<file path="config.mk">
export PLATFORM = sky130hd
export DESIGN_NAME = sat_counter
export DESIGN_NICKNAME = d
export VERILOG_FILES = /design/src/rtl/lfsr_link_checker_sat_counter.sv
export SDC_FILE = /design/constraint.sdc
export NUM_CORES = 1
export LEC_CHECK = 0
export CAP_MARGIN = 20
export CORE_ASPECT_RATIO = 1.2
export CORE_UTILIZATION = 49
export DETAILED_ROUTE_END_ITERATION = 8
export PLACE_DENSITY = 0.88
export SYNTH_ARGS = -nofsm -noshare
export SYNTH_HDL_FRONTEND = slang
export SYNTH_SLANG_ARGS = --single-unit
</file>
<file path="constraint.sdc">
create_clock -name clk -period 2.16 [get_ports clk]
set_input_delay 0.324 -clock clk [delete_from_list [all_inputs] [get_ports clk]]
set_output_delay 0.324 -clock clk [all_outputs]
set_load 0.005 [all_outputs]
</file>
<file path="src/rtl/lfsr_link_checker_sat_counter.sv">
// Saturating up-counter with synchronous clear; clear beats increment.
module sat_counter #(
   parameter int WIDTH = 16
) (
   input  logic             clk,
   input  logic             rst_n,
   input  logic             clr,
   input  logic             inc,
   output logic [WIDTH-1:0] count
);

   logic [WIDTH-1:0] count_q;
   logic [WIDTH-1:0] count_d;

   always_comb begin
      count_d = count_q;
      if (clr) begin
         count_d = {WIDTH{1'b0}};
      end else if (inc && (count_q != {WIDTH{1'b1}})) begin
         count_d = count_q + WIDTH'(1);
      end else begin
         count_d = count_q;
      end
   end

   always_ff @(posedge clk or negedge rst_n) begin
      if (!rst_n) begin
         count_q <= {WIDTH{1'b0}};
      end else begin
         count_q <= count_d;
      end
   end

   assign count = count_q;

endmodule

</file>
==> results of run 1 <==
cells in the final DEF (no fill, tap or decap):
cell type / n
or4_2: 2
o211ai_2: 1
and3_1: 2
o21ai_1: 3
o31ai_1: 7
nor4_4: 1
or3_2: 1
or3_1: 2
o21ai_0: 1
nand3_1: 3
clkdlybuf4s50_1: 19
inv_1: 3
ha_1: 1
a211oi_2: 1
nor2b_1: 4
nand4_1: 6
nand2_1: 6
and4_2: 2
buf_4: 6
a21oi_1: 11
nand3b_1: 1
mux2_1: 4
dfrtp_1: 16
nor4_1: 4
nand4_2: 1
nor2_1: 4
clkbuf_4: 3
or4_1: 5
nor3_1: 1
clkbuf_8: 1
worst max-delay path, cell delays in order (launching register included):
cell     delay (ns)
dfrtp_1        0.45
ha_1           0.28
nand4_2        0.13
nor4_4         0.05
buf_4          0.17
or4_2          0.62
a21oi_1        0.17
through the flow:
stage | std cells | utilization, % | hold slack [ns]
5_1_grt | 141 | 66.2 | 0.526
6_report | 141 | 66.2 | 0.458
4_1_cts | 139 | 65.4 | 0.479
3_3_place_gp | 135 | 63.4 | 0.591
2_1_floorplan | 98 | - | 0.0284
3_5_place_dp | 135 | 63.4 | 0.599
report_power, final:
part / total [mW] / switching (mW) / internal, mW / leakage (nW)
logic: 0.0397 / 0.0234 / 0.0164 / 0.247
clock network: 0.202 / 0.0994 / 0.103 / 0.0210
registers: 0.306 / 0.00412 / 0.302 / 0.222
cells by family after synthesis:
logic type	count (synthesis)	share of synthesized area (%)
AOI/OAI and AO/OA	24	16.2
adders and majority gates	1	1.33
buffers and inverters	8	3.98
DFF	16	42.5
muxes	4	4.78
and+or+nand+nor	45	31.2
synth_stat cells (all sizes together):
master,count,share of area (%)
nor2b,4,2.7
o31ai,7,5.6
a21oi,11,5.8
nor2,4,1.6
or4,7,5.8
and3,2,1.3
nand3b,1,0.80
dfrtp,16,42
or3,3,2.1
nor3,1,0.53
inv,3,1.2
nand2,6,2.4
and4,2,2.1
nand4,7,5.3
buf,1,1.2
ha,1,1.3
mux2,4,4.8
clkbuf,4,1.6
nand3,3,1.6
o211ai,1,1.3
o21ai,4,2.1
a211oi,1,1.3
nor4,5,4.9
repair_timing:
action                                  4_1_cts  5_1_grt
gates resized for setup                       0        0
hold buffers                                  0        0
endpoints found under the setup margin        0        3
setup buffers                                 0        2
area by class of cell:
cell class                      count  area share, %
Clock buffer                        4           3.00
Inverter                            3          0.930
Multi-Input combinational cell     74           41.6
Sequential cell                    16           33.1
Tap cell                           19           1.96
Timing Repair Buffer               25           19.4
metal layers:
layer / track usage (%) / vias up
met1: 28.8 / 433
met4: 13.5 / 0
met5: 0 / -
met3: 4.76 / 4
met2: 39.8 / 29
li1: - / 427
final timing paths:
| check | start | to | slack [ns] | cells after the start |
|---|---|---|---|---|
| hold reg to reg | count[14] | count[14] | 0.62 | 2 |
| max in group asynchronous | rst_n | count[7] | 1.24 | 1 |
| setup / recovery | count[0] | count[3] | 0.23 | 6 |
| hold / removal | rst_n | count[11] | 0.46 | 1 |
| min in group clk | count[14] | count[14] | 0.62 | 2 |
| setup reg to reg | count[0] | count[3] | 0.23 | 6 |
==> results.md, run 1 <==
- Distinct cells, synth: 28
- Die W: 42.0 µm
- Clock slew at reported path FFs: 0.10 ns
- Row count: 17
- RSZ-0062 raised after global routing: no
- Syn Area/Cell: 9.61 µm²
- Met1 wire length: 950 µm
- Routed WL: 2260 µm
- Slew Viols, Final: 0
- Top-Level Pins: 20
- Fmax: 518 MHz
- Final critical-path share of the clock period: 89.4%
- Max-Cap Viols: 0
- H-tree levels: 1
- Hold WC Path Type: input pin to asynchronous set/reset pin
- Fin nets: 128
- Largest net degree at the start of global routing: 22
- Design area: 1210 µm²
- Wire length of the first global-routing pass: 3870 µm
- P&R area growth vs syn: 28.6%
- Worst path arrival time: 2.15 ns
- Clk Latency, worst-skew pair: 0.29 ns
- Largest register FFs: 16
- DR pass1 iterations: 4
- Num Clock Sinks: 16
- Total die area: 2100 µm²
- Share of cells above drive strength 1: 15.6%
- Crit-path max FO: 9
- Ratio of total power to cell area: 453 nW/µm²
- CTS tree: built
- Antenna violations before repair: 0
- Vias/cell: 6.33
- Post-route ant nets: 0
- # fillers: 149
- PortBufs: 19
- DRC Markers: 0
- Die Height: 50.0 µm
- Slew @ Worst Pin: 0.732 ns
- WL met2: 1170 µm
- Total power: 0.548 mW
- Synthesized instance count: 98
- Startpoint types: flop
- Synth warnings: 0
- Initial core utilization: 51.5%
- Root buf cell: clkbuf_4
- Met3 wire len: 97 µm
- Core Box Area: 1830 µm²
- Antenna cells: 0
- Max_slew headroom: 51.0%
- Leak: 0.490 nW
- Worst Clk Skew: 0.00157 ns
- Vias: 893
- IR drop worst, VDD: 0.000398 V
- DR iter-0 viols: 18
- Final min period: 1.93 ns
- Worst endpoint required time: 2.38 ns
- Multi-input gate area: 504 µm²
- Pre-CTS WS: 0.0718 ns
- RePlAce Congestion: 0.759
- #FFs+latches synth: 16
- DP HPWL: 1550 µm
- Status: finished clean
- Register area: 400 µm²
- Dpl cell area: 1160 µm²
- Clock Path Buffers: 2
- Gr usage total: 24.1%
- Number of global-route vias before repair: 883
- Register area share after synthesis: 42.5%
- Critical path type: flop to flop
- Final Hold Violating Endpoints: 0
- Max layer used: met4
- Fin worst setup slack: 0.229 ns
- Final setup fails: 0
- Mapped Area: 942 µm²
- Remaining global-route overflow: 0
- TritonCTS buffer count: 3
- WL/cell: 16.0 µm
- Total negative slack: 0 ns
- Post-Syn Nets: 103
- CP Capture Type: flop
No activity file was read; power rests on OpenSTA's default activity.
==> inputs of run 2 (changes only) <==
--- a/config.mk
+++ b/config.mk
@@ -7,6 +7,7 @@
 export LEC_CHECK = 0
 export CAP_MARGIN = 20
 export CORE_ASPECT_RATIO = 1.2
+export CORE_MARGIN = 2
 export CORE_UTILIZATION = 49
 export DETAILED_ROUTE_END_ITERATION = 8
 export PLACE_DENSITY = 0.88
==> run 2 against run 1 <==
First-iteration DRC count fell by 28%; combinational power fell by 3%; largest power group unchanged; critical path depth rose by 1; highest routed layer unchanged.
==> results.md, run 2 (same netlist as run 1, synthesis figures left out) <==
- Gr usage total: 21.3%
- Startpoint types: flop
- TritonCTS buffer count: 3
- Worst path arrival time: 2.16 ns
- DR pass1 iterations: 4
- Die Height: 52.0 µm
- Final Hold Violating Endpoints: 0
- Slew Viols, Final: 0
- Leak: 0.478 nW
- Pre-CTS WS: 0.0932 ns
- Vias: 915
- Slew @ Worst Pin: 0.741 ns
- Register area: 400 µm²
- Max-Cap Viols: 0
- Die W: 44.0 µm
- Largest register FFs: 16
- DP HPWL: 1530 µm
- Highest-count cells in the layout ignoring fill and taps: clkdlybuf4s50_1 (19), dfrtp_1 (16), a21oi_1 (11)
- Top-Level Pins: 20
- Commonest non-fill, non-tap cell in the layout: clkdlybuf4s50_1
- Hold WS: 0.469 ns
- Final setup fails: 0
- Routed WL: 2180 µm
- Crit-path max FO: 8
- RSZ-0062 raised after global routing: no
- Fmax: 517 MHz
- Wire length of the first global-routing pass: 3610 µm
- Remaining global-route overflow: 0
- Share of cells above drive strength 1: 14.2%
- Row count: 17
- DRC Markers: 0
- Final min period: 1.93 ns
- H-tree levels: 1
- Status: finished clean
- Worst Clk Skew: 0.00146 ns
- WL/cell: 15.7 µm
- Critical path type: flop to flop
- Vias/cell: 6.58
- Post-route ant nets: 0
- PortBufs: 19
- DR iter-0 viols: 13
- Final critical-path share of the clock period: 89.6%
- Root buf cell: clkbuf_4
- Cts hold-fix bufs: 0
- IR drop worst, VDD: 0.000260 V
- Clock Path Buffers: 2
- Core Box Area: 1830 µm²
- Ratio of total power to cell area: 422 nW/µm²
- Multi-input gate area: 504 µm²
- Antenna cells: 0
- CTS tree: built
- RePlAce Congestion: 0.766
- Worst endpoint required time: 2.38 ns
- Fin worst setup slack: 0.226 ns
- # fillers: 153
- Clock slew at reported path FFs: 0.09 ns
- Number of global-route vias before repair: 788
- Hold WC Path Type: input pin to asynchronous set/reset pin
- CP Capture Type: flop
- Max_slew headroom: 50.5%
- Total die area: 2290 µm²
- P&R area growth vs syn: 26.3%
- Total negative slack: 0 ns
- Clk Latency, worst-skew pair: 0.29 ns
- Num Clock Sinks: 16
- Antenna violations before repair: 0
- Initial core utilization: 51.5%
- Largest net degree at the start of global routing: 23
- Fin nets: 127
run 2: area by class of cell:
class                   count  share of cell area [%]
multi-input cells          74                    42.4
flip-flops and latches     16                    33.6
repair buffers             24                    19.1
well taps                  19                    2.00
clock buffers               3                    1.89
inverters                   3                   0.946
run 2: per-stage QoR:
step	area, µm²	util, %	std cells	power, mW
after floorplan	942	-	98	0.328
after global placement	1140	62.6	133	0.349
after detailed placement	1140	62.6	133	0.350
after CTS	1170	63.8	136	0.507
after global routing	1190	65.0	139	0.520
final	1190	65.0	139	0.502
run 2: worst max-delay path, cell delays in order (launching register included):
cell and delay, ns:
dfrtp_1 0.44, ha_1 0.27, nand4_2 0.12, nor4_4 0.06
buf_4 0.16, buf_4 0.14, or4_2 0.52, a21oi_1 0.15
run 2: path summary, 6_finish.rpt:
path,startpoint,endpoint,slack (ns),cells past startpoint
worst max-delay path,count[0],count[2],0.23,7
worst min-delay path,rst_n,count[13],0.47,1
worst max register to register,count[0],count[2],0.23,7
worst min register to register,count[10],count[10],0.60,2
max in group asynchronous,rst_n,count[15],1.23,1
min in group clk,count[10],count[10],0.60,2
run 2: routing by layer:
| layer | part of all wire, % | up-vias | routed length (µm) | track usage (%) |
|---|---|---|---|---|
| li1 | - | 432 | - | - |
| met1 | 44 | 441 | 970 | 27.5 |
| met2 | 48 | 36 | 1040 | 34.3 |
| met3 | 5.0 | 6 | 108 | 3.13 |
| met4 | 2.7 | 0 | 59 | 10.6 |
| met5 | 0 | - | 0 | 0 |
run 2: where the power goes:
part,internal (mW),total [mW],switching (mW)
Combinational,0.0152,0.0385,0.0233
Clock,0.0649,0.157,0.0922
Sequential,0.302,0.306,0.00404
run 2: repair_timing:
action	4_1_cts	5_1_grt
resized for setup	0	0
setup endpoints to repair	0	5
setup buffers	0	3
==> inputs of run 3 (changes only) <==
--- a/config.mk
+++ b/config.mk
@@ -11,6 +11,8 @@
 export CORE_UTILIZATION = 49
 export DETAILED_ROUTE_END_ITERATION = 8
 export PLACE_DENSITY = 0.88
+export SETUP_SLACK_MARGIN = 0.2
+export SKIP_CTS_REPAIR_TIMING = 1
 export SYNTH_ARGS = -nofsm -noshare
 export SYNTH_HDL_FRONTEND = slang
 export SYNTH_SLANG_ARGS = --single-unit
==> run 3 against run 2 <==
Global-route usage unchanged; non-clock buffer count up 1; first-iteration DRC count unchanged; core utilization is 0.41 points higher; cell count up 0.72%; clock-buffer cell count unchanged; power rose by 0.25%; flip-flop and latch count unchanged; via count shrank 2.0%; final area grew 0.63%; routed wire length up 0.87%; fmax up 1.5%; largest cell class unchanged.
==> results.md, run 3 (same netlist as run 1, synthesis figures left out) <==
- Final Hold Violating Endpoints: 0
- Post-route ant nets: 0
- Total negative slack: 0 ns
- Startpoint types: flop
- Commonest non-fill, non-tap cell in the layout: clkdlybuf4s50_1
- Fin worst setup slack: 0.254 ns
- PortBufs: 19
- Gr usage total: 21.3%
- Top-Level Pins: 20
- Ratio of total power to cell area: 420 nW/µm²
- DR iter-0 viols: 13
- Clk Latency, worst-skew pair: 0.29 ns
- Largest net degree at the start of global routing: 23
- Row count: 17
- Leak: 0.483 nW
- Total die area: 2290 µm²
- Num Clock Sinks: 16
- Wire length of the first global-routing pass: 3610 µm
- Vias/cell: 6.41
- Fin nets: 128
- DR pass1 iterations: 4
- Die Height: 52.0 µm
- # fillers: 153
- Antenna cells: 0
- Largest register FFs: 16
- Pre-CTS WS: 0.0932 ns
- Share of cells above drive strength 1: 14.9%
- Highest-count cells in the layout ignoring fill and taps: clkdlybuf4s50_1 (19), dfrtp_1 (16), a21oi_1 (11)
- Critical path type: flop to flop
- Antenna violations before repair: 0
- Crit-path max FO: 8
- Max-Cap Viols: 0
- RePlAce Congestion: 0.766
- Slew @ Worst Pin: 0.715 ns
- WL/cell: 15.7 µm
- DP HPWL: 1530 µm
- H-tree levels: 1
- Worst Clk Skew: 0.00135 ns
- Worst endpoint required time: 2.38 ns
- Hold WC Path Type: input pin to asynchronous set/reset pin
- Core Box Area: 1830 µm²
- FF-to-FF path depth: 7
- Final setup fails: 0
- Slew Viols, Final: 0
- Final min period: 1.91 ns
- TritonCTS buffer count: 3
- DRC Markers: 0
- Clock slew at reported path FFs: 0.09 ns
- P&R area growth vs syn: 27.1%
- Clock Path Buffers: 2
- RSZ-0062 raised after global routing: yes
- Worst path arrival time: 2.13 ns
- CTS tree: built
- IR drop worst, VDD: 0.000260 V
- Root buf cell: clkbuf_4
- Max_slew headroom: 52.2%
- Number of global-route vias before repair: 788
- Fmax: 525 MHz
- Final critical-path share of the clock period: 88.3%
- CP Capture Type: flop
- Vias: 897
- Status: finished clean
- Routed WL: 2200 µm
- Initial core utilization: 51.5%
- Remaining global-route overflow: 0
- Die W: 44.0 µm
==> run 3: power by group <==
| part | switching (mW) | leakage, nW | total [mW] | internal, mW |
|---|---|---|---|---|
| clock | 0.0916 | 0.0138 | 0.156 | 0.0649 |
| combinational | 0.0240 | 0.247 | 0.0408 | 0.0168 |
| sequential | 0.00357 | 0.222 | 0.306 | 0.302 |
| total | 0.119 | 0.483 | 0.503 | 0.384 |
==> run 3: worst max-delay path: stages, from the launching register on <==
cell,delay (ns)
dfrtp_1,0.42
ha_1,0.26
nand4_2,0.12
nor4_4,0.06
buf_4,0.16
buf_4,0.14
or4_2,0.52
a21oi_1,0.15
==> run 3: metrics by stage <==
stage	util [%]	hold slack [ns]	power, mW	instances	instance area, µm²
after global routing	65.5	0.551	0.522	140	1200
after global placement	62.6	0.574	0.349	133	1140
after CTS	63.8	0.484	0.507	136	1170
after floorplan	-	0.0284	0.328	98	942
after detailed placement	62.6	0.583	0.350	133	1140
final	65.5	0.458	0.503	140	1200
==> run 3: cell type report <==
type | count | area [µm²] | share of cell area (%)
tap | 19 | 23.8 | 1.99
sequential | 16 | 400 | 33.4
inverter | 3 | 11.3 | 0.940
clock buffer | 3 | 22.5 | 1.88
timing repair buffer | 25 | 235 | 19.6
multi-input combinational | 74 | 504 | 42.1
==> run 3: final timing paths <==
check	start	end	slack (ns)
min in group clk	count[10]	count[10]	0.60
min reg2reg	count[10]	count[10]	0.60
max in group asynchronous	rst_n	count[15]	1.26
max reg2reg	count[0]	count[2]	0.25
max	count[0]	count[2]	0.25
min	rst_n	count[13]	0.46
==> run 3: layer usage <==
layer	global-route usage (%)	share of wire, %
met5	0	0
met4	10.6	2.4
met2	34.3	49
met3	3.13	3.9
met1	27.5	45
